`config.mk`:
```
export PLATFORM = sky130hd
export DESIGN_NAME = servo_pwm_slew_flat
export DESIGN_NICKNAME = d
export VERILOG_FILES = /design/src/rtl/servo_pwm_slew_pkg.sv /design/src/rtl/servo_pwm_slew_if.sv /design/src/rtl/servo_pwm_slew_us_tick_gen.sv /design/src/rtl/servo_pwm_slew.sv /design/src/flat_wrapper.sv
export SDC_FILE = /design/constraint.sdc
export NUM_CORES = 1
export LEC_CHECK = 0
export BUFFER_PORTS_ARGS = -buffer_cell sky130_fd_sc_hd__buf_2
export CORE_MARGIN = 2
export CORE_UTILIZATION = 59
export DETAILED_ROUTE_END_ITERATION = 8
export PLACE_DENSITY = 0.91
export SLEW_MARGIN = 20
export SYNTH_ARGS = -nofsm -noshare
export SYNTH_HDL_FRONTEND = slang
export SYNTH_SLANG_ARGS = --single-unit
```
`constraint.sdc`:
```
create_clock -name CLK -period 17.3 [get_ports CLK]
set_clock_uncertainty 0.15 [all_clocks]
set_input_delay 3.46 -clock CLK [delete_from_list [all_inputs] [get_ports CLK]]
set_output_delay 3.46 -clock CLK [all_outputs]
set_load 0.02 [all_outputs]
```
`src/rtl/servo_pwm_slew_pkg.sv`:
```
// ---------------------------------------------------------------------------
// servo_pkg
// Shared constants, the pulse-width type and the pulse arithmetic helpers
// used by the servo PWM output stage.
//   CLK_HZ / US_DIV  : system clock and derived cycles-per-microsecond
//   FRAME_US         : default frame length, us
//   PUL_MIN/PUL_MAX  : default safe pulse range, us
//   PUL_CENTER       : default post-reset pulse width (servo centre), us
//   SLEW_US          : default per-frame slew limit, us
//   clamp_us()       : clamp a command into [lo, hi]
//   slew_step()      : move a width toward a target by at most lim us
// ---------------------------------------------------------------------------
package servo_pkg;

  localparam int CLK_HZ     = 50_000_000;
  localparam int US_DIV     = CLK_HZ / 1_000_000;
  localparam int FRAME_US   = 20000;
  localparam int PUL_MIN    = 500;
  localparam int PUL_MAX    = 2500;
  localparam int PUL_CENTER = 1500;
  localparam int SLEW_US    = 20;

  typedef logic [15:0] pulse_us_t;

  function automatic pulse_us_t clamp_us(input pulse_us_t v,
                                         input pulse_us_t lo,
                                         input pulse_us_t hi);
    if (v < lo)      return lo;
    else if (v > hi) return hi;
    else             return v;
  endfunction

  // The difference is taken in 17-bit signed so a large downward step can
  // never wrap into a large upward one. lim == 0 means snap to target.
  function automatic pulse_us_t slew_step(input pulse_us_t cur,
                                          input pulse_us_t tgt,
                                          input pulse_us_t lim);
    logic signed [16:0] diff;
    logic signed [16:0] s_lim;
    diff  = $signed({1'b0, tgt}) - $signed({1'b0, cur});
    s_lim = $signed({1'b0, lim});
    if (lim == '0 || (diff <= s_lim && diff >= -s_lim)) return tgt;
    else if (diff > 0)                                  return cur + lim;
    else                                                return cur - lim;
  endfunction

endpackage

```
`src/rtl/servo_pwm_slew_if.sv`:
```
// ---------------------------------------------------------------------------
// servo_pwm_slew_if
// Command/status bundle between the gait generator and one servo channel.
//   en          : run request (gait -> servo)
//   pul_len     : commanded pulse width, us (gait -> servo)
//   CTL         : servo PWM line (servo -> pin)
//   frame_start : one-cycle pulse on the first cycle of each frame
//   pul_applied : width in force for the current frame, us
//   sat         : command was clamped at the last frame boundary
// master = command source, slave = PWM channel.
// ---------------------------------------------------------------------------
interface servo_pwm_slew_if;
  import servo_pkg::*;

  logic      en;
  pulse_us_t pul_len;
  logic      CTL;
  logic      frame_start;
  pulse_us_t pul_applied;
  logic      sat;

  modport master (output en, output pul_len,
                  input  CTL, input frame_start, input pul_applied, input sat);
  modport slave  (input  en, input pul_len,
                  output CTL, output frame_start, output pul_applied, output sat);
endinterface

```
`src/rtl/servo_pwm_slew_us_tick_gen.sv`:
```
// ---------------------------------------------------------------------------
// us_tick_gen
// Microsecond prescaler: counts 0..CLK_DIV-1 while i_run is high and emits
// o_tick on the last count. Held at 0 while idle or on i_clr.
//   clk, rst : clock, synchronous active-high reset
//   i_run    : count enable
//   i_clr    : restart the prescaler from 0
//   o_tick   : one-cycle microsecond strobe
// ---------------------------------------------------------------------------
module us_tick_gen #(
  parameter int CLK_DIV = 50
) (
  input  logic clk,
  input  logic rst,
  input  logic i_run,
  input  logic i_clr,
  output logic o_tick
);

  localparam int            W    = (CLK_DIV > 1) ? $clog2(CLK_DIV) : 1;
  localparam logic [W-1:0]  LAST = W'(CLK_DIV - 1);

  logic [W-1:0] r_div_cnt;

  always_ff @(posedge clk) begin
    if (rst || i_clr || !i_run) r_div_cnt <= '0;
    else if (r_div_cnt == LAST) r_div_cnt <= '0;
    else                        r_div_cnt <= r_div_cnt + 1'b1;
  end

  assign o_tick = i_run && (r_div_cnt == LAST);

endmodule

```
`src/rtl/servo_pwm_slew.sv`:
```
// ---------------------------------------------------------------------------
// servo_pwm_slew
// Per-joint hobby-servo PWM output stage. Latches the commanded width only
// at frame boundaries, clamps it to [PUL_MIN, PUL_MAX] and limits its change
// to SLEW_US per frame, so pulses are never truncated or jerked.
//   CLK, rst : clock, synchronous active-high reset
//   bus      : servo_pwm_slew_if.slave (en, pul_len in;
//              CTL, frame_start, pul_applied, sat out)
// ---------------------------------------------------------------------------
module servo_pwm_slew #(
  parameter int CLK_DIV   = servo_pkg::US_DIV,
  parameter int FRAME_US  = servo_pkg::FRAME_US,
  parameter int PUL_MIN   = servo_pkg::PUL_MIN,
  parameter int PUL_MAX   = servo_pkg::PUL_MAX,
  parameter int PUL_RESET = servo_pkg::PUL_CENTER,
  parameter int SLEW_US   = servo_pkg::SLEW_US
) (
  input  logic             CLK,
  input  logic             rst,
  servo_pwm_slew_if.slave  bus
);
  import servo_pkg::*;

  if (!(PUL_MIN <= PUL_RESET && PUL_RESET <= PUL_MAX && PUL_MAX < FRAME_US))
  begin : g_bad_range
    $error("servo_pwm_slew: need PUL_MIN <= PUL_RESET <= PUL_MAX < FRAME_US");
  end
  if (CLK_DIV < 1 || FRAME_US >= 65536) begin : g_bad_timing
    $error("servo_pwm_slew: need CLK_DIV >= 1 and FRAME_US < 65536");
  end

  localparam pulse_us_t LAST_US = pulse_us_t'(FRAME_US - 1);
  localparam pulse_us_t P_MIN   = pulse_us_t'(PUL_MIN);
  localparam pulse_us_t P_MAX   = pulse_us_t'(PUL_MAX);
  localparam pulse_us_t P_RST   = pulse_us_t'(PUL_RESET);
  localparam pulse_us_t P_SLEW  = pulse_us_t'(SLEW_US);

  logic      r_run;
  logic      r_ctl;
  logic      r_frame_start;
  logic      r_sat;
  pulse_us_t r_us_cnt;
  pulse_us_t r_pul_applied;

  logic      w_tick;
  logic      w_start;
  logic      w_frame;
  logic      w_load;
  logic      w_run_next;
  logic      w_sat_next;
  pulse_us_t w_target;
  pulse_us_t w_us_cnt_next;
  pulse_us_t w_applied_next;

  us_tick_gen #(.CLK_DIV(CLK_DIV)) u_tick (
    .clk    (CLK),
    .rst    (rst),
    .i_run  (r_run),
    .i_clr  (w_start),
    .o_tick (w_tick)
  );

  // Next-state values are computed first so CTL can be registered from them;
  // this makes CTL rise on the same cycle frame_start is high.
  always_comb begin
    w_start        = !r_run && bus.en;
    w_frame        = r_run && w_tick && (r_us_cnt == LAST_US);
    w_load         = w_start || (w_frame && bus.en);
    w_target       = clamp_us(bus.pul_len, P_MIN, P_MAX);
    w_sat_next     = r_sat;
    w_applied_next = r_pul_applied;
    w_run_next     = r_run;
    w_us_cnt_next  = r_us_cnt;

    if (w_start) begin
      w_run_next    = 1'b1;
      w_us_cnt_next = '0;
    end else if (r_run && w_tick) begin
      w_us_cnt_next = (r_us_cnt == LAST_US) ? '0 : r_us_cnt + 1'b1;
      if (w_frame && !bus.en) w_run_next = 1'b0;
    end

    if (w_load) begin
      w_sat_next     = (bus.pul_len < P_MIN) || (bus.pul_len > P_MAX);
      w_applied_next = slew_step(r_pul_applied, w_target, P_SLEW);
    end
  end

  always_ff @(posedge CLK) begin
    if (rst) begin
      r_run         <= 1'b0;
      r_us_cnt      <= '0;
      r_ctl         <= 1'b0;
      r_frame_start <= 1'b0;
      r_pul_applied <= P_RST;
      r_sat         <= 1'b0;
    end else begin
      r_run         <= w_run_next;
      r_us_cnt      <= w_us_cnt_next;
      r_ctl         <= w_run_next && (w_us_cnt_next < w_applied_next);
      r_frame_start <= w_load;
      r_pul_applied <= w_applied_next;
      r_sat         <= w_sat_next;
    end
  end

  assign bus.CTL         = r_ctl;
  assign bus.frame_start = r_frame_start;
  assign bus.pul_applied = r_pul_applied;
  assign bus.sat         = r_sat;

endmodule

```
`src/flat_wrapper.sv`:
```
// flat-port wrapper written by rule: the top's interface ports become plain ports
module servo_pwm_slew_flat import servo_pkg::*;
#(
  parameter int CLK_DIV   = servo_pkg::US_DIV,
  parameter int FRAME_US  = servo_pkg::FRAME_US,
  parameter int PUL_MIN   = servo_pkg::PUL_MIN,
  parameter int PUL_MAX   = servo_pkg::PUL_MAX,
  parameter int PUL_RESET = servo_pkg::PUL_CENTER,
  parameter int SLEW_US   = servo_pkg::SLEW_US
)
  (CLK, rst, bus_en, bus_pul_len, bus_CTL, bus_frame_start, bus_pul_applied, bus_sat);
  servo_pwm_slew_if bus_i ();
  input  logic CLK;
  input  logic rst;
  input wire logic [$bits(bus_i.en)-1:0] bus_en;
  input wire logic [$bits(bus_i.pul_len)-1:0] bus_pul_len;
  output wire logic [$bits(bus_i.CTL)-1:0] bus_CTL;
  output wire logic [$bits(bus_i.frame_start)-1:0] bus_frame_start;
  output wire logic [$bits(bus_i.pul_applied)-1:0] bus_pul_applied;
  output wire logic [$bits(bus_i.sat)-1:0] bus_sat;
  assign bus_i.en = bus_en;
  assign bus_i.pul_len = bus_pul_len;
  assign bus_CTL = bus_i.CTL;
  assign bus_frame_start = bus_i.frame_start;
  assign bus_pul_applied = bus_i.pul_applied;
  assign bus_sat = bus_i.sat;
  servo_pwm_slew #(.CLK_DIV(CLK_DIV), .FRAME_US(FRAME_US), .PUL_MIN(PUL_MIN), .PUL_MAX(PUL_MAX), .PUL_RESET(PUL_RESET), .SLEW_US(SLEW_US)) u_core (.CLK(CLK), .rst(rst), .bus(bus_i));
endmodule
```
Word level (Yosys, flattened, before mapping)
Cells that the tools add are included.
{ "op_classes": {"reduce_logical": 15, "muxes": 11, "add_sub_neg": 5, "n_eq_ne": 2, "order_cmp": 6} }
{ "op_table": {"columns": ["op", "n"], "rows": [
  ["2-to-1 mux 16 bit", 8],
  ["greater-or-equal comparator 17 x 6 -> 1 bit, second input constant", 1],
  ["greater-than comparator 17 x 1 -> 1 bit, second input constant", 1],
  ["less-or-equal comparator 17 x 6 -> 1 bit, second input constant", 1],
  ["subtractor 16 x 16 -> 17 bit", 1],
  ["adder 16 x 1 -> 16 bit, second input constant", 1],
  ["adder 16 x 5 -> 16 bit, second input constant", 1],
  ["equality test 16 x 15 -> 1 bit, second input constant", 1],
  ["greater-than comparator 16 x 12 -> 1 bit, second input constant", 1],
  ["less-than comparator 16 bit", 1],
  ["less-than comparator 16 x 9 -> 1 bit, second input constant", 1],
  ["subtractor 16 x 5 -> 16 bit, second input constant", 1],
  ["logical AND 1 bit", 8],
  ["adder 6 x 1 -> 6 bit, second input constant", 1],
  ["equality test 6 bit, second input constant", 1],
  ["logical OR 1 bit", 4],
  ["2-to-1 mux 1 bit", 3],
  ["logical NOT 1 bit", 2],
  ["OR reduction 2 bit", 1]
]} }
{ "word_totals": {"wordCells": 46, "output_inout_bits": 19, "regBits": 42, "inputBits": 19} }

Longest topological paths before layout
{ "logic_depth": {"ltp_word": 10, "mapped_depth": 37, "ltp_nobuf": 37} }

By module
From an unflattened synthesis, not the netlist that was laid out.
{ "hier_totals": {"cells_unflattened": 543, "hier_area_um2": 4305.4} }
{ "modules_own_cells": {"columns": ["module", "cells_per_inst", "seq_area_each_um2", "n_inst", "area_per_inst_um2"], "rows": [
  ["servo_pwm_slew", 514, 720.7, 1, 4032.6],
  ["us_tick_gen", 29, 120.1, 1, 272.8]
]} }

Worst setup path after synthesis
No wires, ideal clock.
{ "synth_path": {"path_kind": "in2reg", "from": "in bus_pul_len[14]", "to": "reg u_core.r_ctl, in the netlist u_core.bus.CTL", "t_required_ns": 17.076, "setup_time_ns": 0.074, "n_path_buf": 0, "path_slack_ns": 6.843, "arrival_ns": 10.233, "stages": 36, "path_cell_list": "or4_1 > or2_2 > nor4_1 > nor2b_1 > nand2_1 > ha_1 > inv_1 > fa_1 > a21o_1 > a221oi_1 > o211ai_1 > a221oi_1 > nand4_1 > nor4_2 > a41o_1 > inv_1 > fa_1 > nor2b_1 > o21ai_0 > a21boi_0 > o211ai_1 > a21boi_0 > nor2_1 > xnor2_1 > mux2_1 > a21oi_1 > ha_1 > a21oi_1 > nor2b_1 > o21ai_0 > nand2b_1 > a21oi_1 > nor2b_1 > o21ai_0 > nand4b_1 > a31oi_1"} }
{ "synth_via": {"elab_chain_len": 10, "word_cells_on_any_way": 14, "classes_between": "add/sub: 1; order compare: 6; mux: 5; reduce/logical: 2"} }
{ "synth_rtl": {"columns": ["element", "line", "rtl"], "rows": [
  ["start, declared", "flat_wrapper.sv:16", "input wire logic [$bits(bus_i.pul_len)-1:0] bus_pul_len;"],
  ["greater-than comparator 16 x 12 -> 1 bit", "servo_pwm_slew_pkg.sv:29", "else if (v > hi) return hi;"],
  ["2-to-1 mux 16 bit", "servo_pwm_slew_pkg.sv:29", null],
  ["2-to-1 mux 16 bit (*)", "servo_pwm_slew_pkg.sv:28", "if (v < lo) return lo;"],
  ["subtractor 16 x 16 -> 17 bit", "servo_pwm_slew_pkg.sv:40", "diff = $signed({1'b0, tgt}) - $signed({1'b0, cur});"],
  ["greater-than comparator 17 x 1 -> 1 bit (tied with other cells)", "servo_pwm_slew_pkg.sv:43", "else if (diff > 0) return cur + lim;"],
  ["2-to-1 mux 16 bit / logical AND 1 bit (equally long branches)", "servo_pwm_slew_pkg.sv:43, servo_pwm_slew_pkg.sv:42", null],
  ["2-to-1 mux 16 bit (*)", "servo_pwm_slew_pkg.sv:42", "if (lim == '0 || (diff <= s_lim && diff >= -s_lim)) return tgt;"],
  ["2-to-1 mux 16 bit (*)", "servo_pwm_slew.sv:83", "if (w_load) begin"],
  ["less-than comparator 16 bit (*)", "servo_pwm_slew.sv:100", "r_ctl <= w_run_next && (w_us_cnt_next < w_applied_next);"],
  ["logical AND 1 bit (*)", "servo_pwm_slew.sv:100", null],
  ["end signal, assigned", "servo_pwm_slew.sv:100", null],
  ["end, declared", "servo_pwm_slew.sv:39", "logic r_ctl;"]
]} }
Every way passes the cells marked *; elsewhere a longest branch is shown, timed or not.
A chain may end at the register's enable or synchronous reset.

Worst setup path in the final report
Same ends and word-level chain as after synthesis.

==> summary.txt <==
Power and ir drop
  • Power Total: approximately 0.64 mW
  • Switch Pwr: 0.308 mW
  • Peak supply drop: roughly 0.085 mV
  • Power Internal: ~0.33 mW
  • Seq pwr share: 18.8%
  • Pleak: ~2.0 nW
  • Switch share: between 40% and 50%
  • Combinational Power Share: 69.1%
  • Clock share of power: about 12%
  • P per Cell Area: 141 nW/um2

Yosys
  • Register area share after synthesis: approximately a fifth
  • Commonest cells post-synth: 58 x nor2_1, 46 x ha_1, 42 x dfxtp_1
  • Seq cells post-synth: 42
  • Ys async rst share: 0%
  • Main combinational cell family by area after synthesis: simple AND/OR/NAND/NOR gates
  • Area leader, netlist: dfxtp_1
  • Mapped Area: 4140 um2
  • Synthesized instance count: between 500 and 600
  • Synth Area in Adders: ~15%
  • Synth area leaders: dfxtp_1 20%, ha_1 14%, nor2_1 5.3%, a21oi_1 4.3%, xnor2_1 3.8%
  • Post-synth top area share: roughly a fifth
  • Avg Inst Size Synth: between 7 and 8 um2
  • Primary FF master, synth: dfxtp_1
  • Top-count cell post-synth: nor2_1
  • XOR/XNOR Fraction of Synth Area: about 7.6%
  • Multiplexer area fraction after synthesis: under 10%
  • Post-synthesis cell type count: 75
  • EDFF count, synth: 0
  • Synth warn: 0
  • Compound-Gate Fraction of Synth Area: 23.5%
  • Post-synthesis simple-gate area fraction: between 20% and 30%

Clock tree
  • H-tree Lvls: 2
  • Post-CTS Setup Inserts: 0
  • Clk_lat worst skew: approximately 0.31 ns
  • CTS buffer count: 5
  • Hold-fix buffers at CTS: 0
  • Clk slew on worst S/H paths: around 0.09 ns
  • Root Buffer Master: clkbuf_8
  • CTS tree: yes
  • Sink Count: 42
  • Longest Clk Path Bufs: 2
  • Post_cts resized: 0

Placed design
  • Final HPWL DP: 8.79 mm
  • RD Place Congestion: around 0.96
  • IO buf count: 37

STA
  • Setup tns final: 0 ns
  • Worst Max-Slew Pin Slew: approximately 0.6 ns
  • Period utilization: ~66%
  • RSZ-0062 raised after global routing: no
  • Relative slew slack: between 50 and 60%
  • Fmax: approximately 0.087 GHz
  • Endpoints failing hold: 0
  • Minimum clock period: ~11 ns
  • Max-slew violations: 0
  • # setup viols final: 0

Layout
  • Area Overhead vs Synth: 8.64%
  • Share of post-route cells with drive strength above 1: approximately 11%
  • Ant diodes: 0
  • Final-stage net count: 635
  • Fillers: between 500 and 600

Worst hold path
  • HP Start: u_core.u_tick.r_div_cnt[0]$_SDFF_PP0_
  • WHS Path Cells: 1
  • Min-delay worst type: flip-flop to flip-flop
  • WHS Endpoint: u_core.u_tick.r_div_cnt[0]$_SDFF_PP0_

Critical path
  • Slowest CP cell: a41o_1
  • CP Launch Type: input pin
  • Crit path top cell by count: nor2b_1
  • R2R Setup Slk: 10.31 ns
  • CP top delay family: compound AO/OA/AOI/OAI gates
  • Data required, critical path: 17.39 ns
  • Crit Path Class: input pin to flip-flop
  • R2R cell count: 31
  • Crit path arrival time: about 12 ns
  • Critical path endpoint category: flip-flop
  • Buffers & Inverters on Critical Path: 3
  • Max incr delay on CP: approximately 0.57 ns
  • RR Startpoint: u_core.bus.pul_applied[0]$_SDFF_PP0_
  • CP max FO: 13
  • Capturing point of the worst reg2reg path: u_core.bus.CTL$_SDFF_PP0_

GRT
  • Initial antenna violation count: 0
  • Largest net degree at the start of global routing: 34
  • Global-route wire length before repair: 18.0 mm
  • Vias in the first global route: 4026
  • Grt ovf: 0
  • Global-route usage over all layers: approximately 29%

Drt
  • Residual DRC: 0
  • DRT iter0 DRCs: roughly 320
  • Vias: between 4k and 5k
  • Vias/cell: roughly 6.3
  • Final wirelength: 11.0 mm
  • Routed len/inst: about 17 um
  • Post-route ant nets: 0
  • First-pass detailed-route iteration total: 5

Run
  • Max Cap Viol: 0

Floorplan
  • Io pins: 38
  • Initial core utilization: around 61%
  • Chip Width: between 80 and 90 um
  • Full die area: slightly below 8000 um2
  • Die Y: 87.8 um
  • Core area: roughly 6800 um2
  • Site Rows: 30

Status
  • Status: finished, final reports clean
-- power groups by stage --
stage / Clock, mW / Combinational [mW] / Sequential, mW
after floorplan: 0 / 0.326 / 0.130
after global placement: 0 / 0.411 / 0.122
after detailed placement: 0 / 0.426 / 0.122
after CTS: 0.0784 / 0.428 / 0.119
after global routing: 0.0810 / 0.480 / 0.121
final: 0.0774 / 0.440 / 0.120
-- placed cells by master, fill, tap and decap left out, types with 4 or more instances in the layout --
cell type,Yosys,final
or2_2,5,5
nor2b_1,13,13
o21a_1,4,4
inv_1,35,35
mux2i_1,6,6
a22oi_1,4,4
xor2_1,18,18
dfxtp_1,42,42
nand3_1,14,14
o31ai_1,4,4
nand4_1,12,12
a211oi_1,8,8
xnor2_1,18,18
conb_1,1,4
buf_2,4,37
nand2_1,36,36
and2_1,8,8
and3_1,7,7
nor4_1,5,5
a21o_1,13,13
a21oi_1,36,35
ha_1,46,46
o21ai_0,20,20
o211ai_1,7,7
nor3_1,25,25
clkbuf_8,0,5
nand2b_1,4,4
a211o_1,9,9
nor2_1,58,58
nor3b_1,4,4
-- per-stage QoR --
stage	cells	setup WS (ns)	hold WS, ns	cell area (um2)	util [%]
5_1_grt	665	5.01	0.337	4500	66.3
2_1_floorplan	541	6.84	0.280	4160	-
3_5_place_dp	657	5.67	0.303	4390	64.6
6_report	665	5.80	0.313	4500	66.3
4_1_cts	665	5.99	0.321	4500	66.3
3_3_place_gp	657	6.31	0.290	4390	64.6
-- state kept, by name, summed over array words and instances (netlist names) --
| register | count |
|---|---|
| u_core.r_run | 1 |
| u_core.bus.sat | 1 |
| u_core.u_tick.r_div_cnt | 6 |
| u_core.bus.frame_start | 1 |
| u_core.r_us_cnt | 16 |
| u_core.bus.CTL | 1 |
| u_core.bus.pul_applied | 16 |
-- per-layer routing --
| layer | vias up | routed length [um] | global-route usage, % |
|---|---|---|---|
| li1 | 2026 | - | - |
| met1 | 1938 | 4600 | 33.5 |
| met2 | 160 | 5470 | 52.9 |
| met3 | 46 | 511 | 3.58 |
| met4 | 0 | 458 | 13.8 |
| met5 | - | 0 | 0 |
-- worst max-delay path by stage --
stage	start	endpoint	slack, ns	cells past startpoint
floorplan	bus_pul_len[14]	u_core.bus.CTL$_SDFF_PP0_	6.84	36
global placement	bus_pul_len[14]	u_core.bus.CTL$_SDFF_PP0_	6.31	37
detailed placement	bus_pul_len[14]	u_core.bus.CTL$_SDFF_PP0_	5.67	37
CTS	bus_pul_len[14]	u_core.bus.CTL$_SDFF_PP0_	5.99	37
global route	bus_pul_len[14]	u_core.bus.CTL$_SDFF_PP0_	5.01	37
finish	bus_pul_len[14]	u_core.bus.CTL$_SDFF_PP0_	5.80	37
-- area by class of cell --
class / count / area (um2) / share of cell area, %
inverters: 35 / 131 / 2.92
clock buffers: 6 / 72.6 / 1.61
repair buffers: 39 / 200 / 4.45
well taps: 96 / 120 / 2.67
flip-flops and latches: 42 / 841 / 18.7
clock inverters: 2 / 37.5 / 0.834
multi-input cells: 445 / 3100 / 68.8
-- logic make-up (layout without fill, tap and decap cells) --
logic type / Yosys count / count (layout)
AO/OA/AOI/OAI: 140 / 140
XOR/XNOR: 36 / 36
adder cells (fa/ha/maj): 48 / 48
buffers and inverters: 54 / 82
flip-flops: 42 / 42
multiplexers: 10 / 10
other: 1 / 4
AND/OR/NAND/NOR: 207 / 207
-- worst register-to-register path: cells and delay by family, from the launching register on --
kind            cells  cell delay (ns)
compound gates     15             3.27
fa+ha+maj           4             1.30
simple gates        8             1.11
flops               1             0.41
mux                 1             0.32
buf+inv             2             0.22
xor+xnor            1             0.14
No activity file was read; power rests on OpenSTA's default activity.
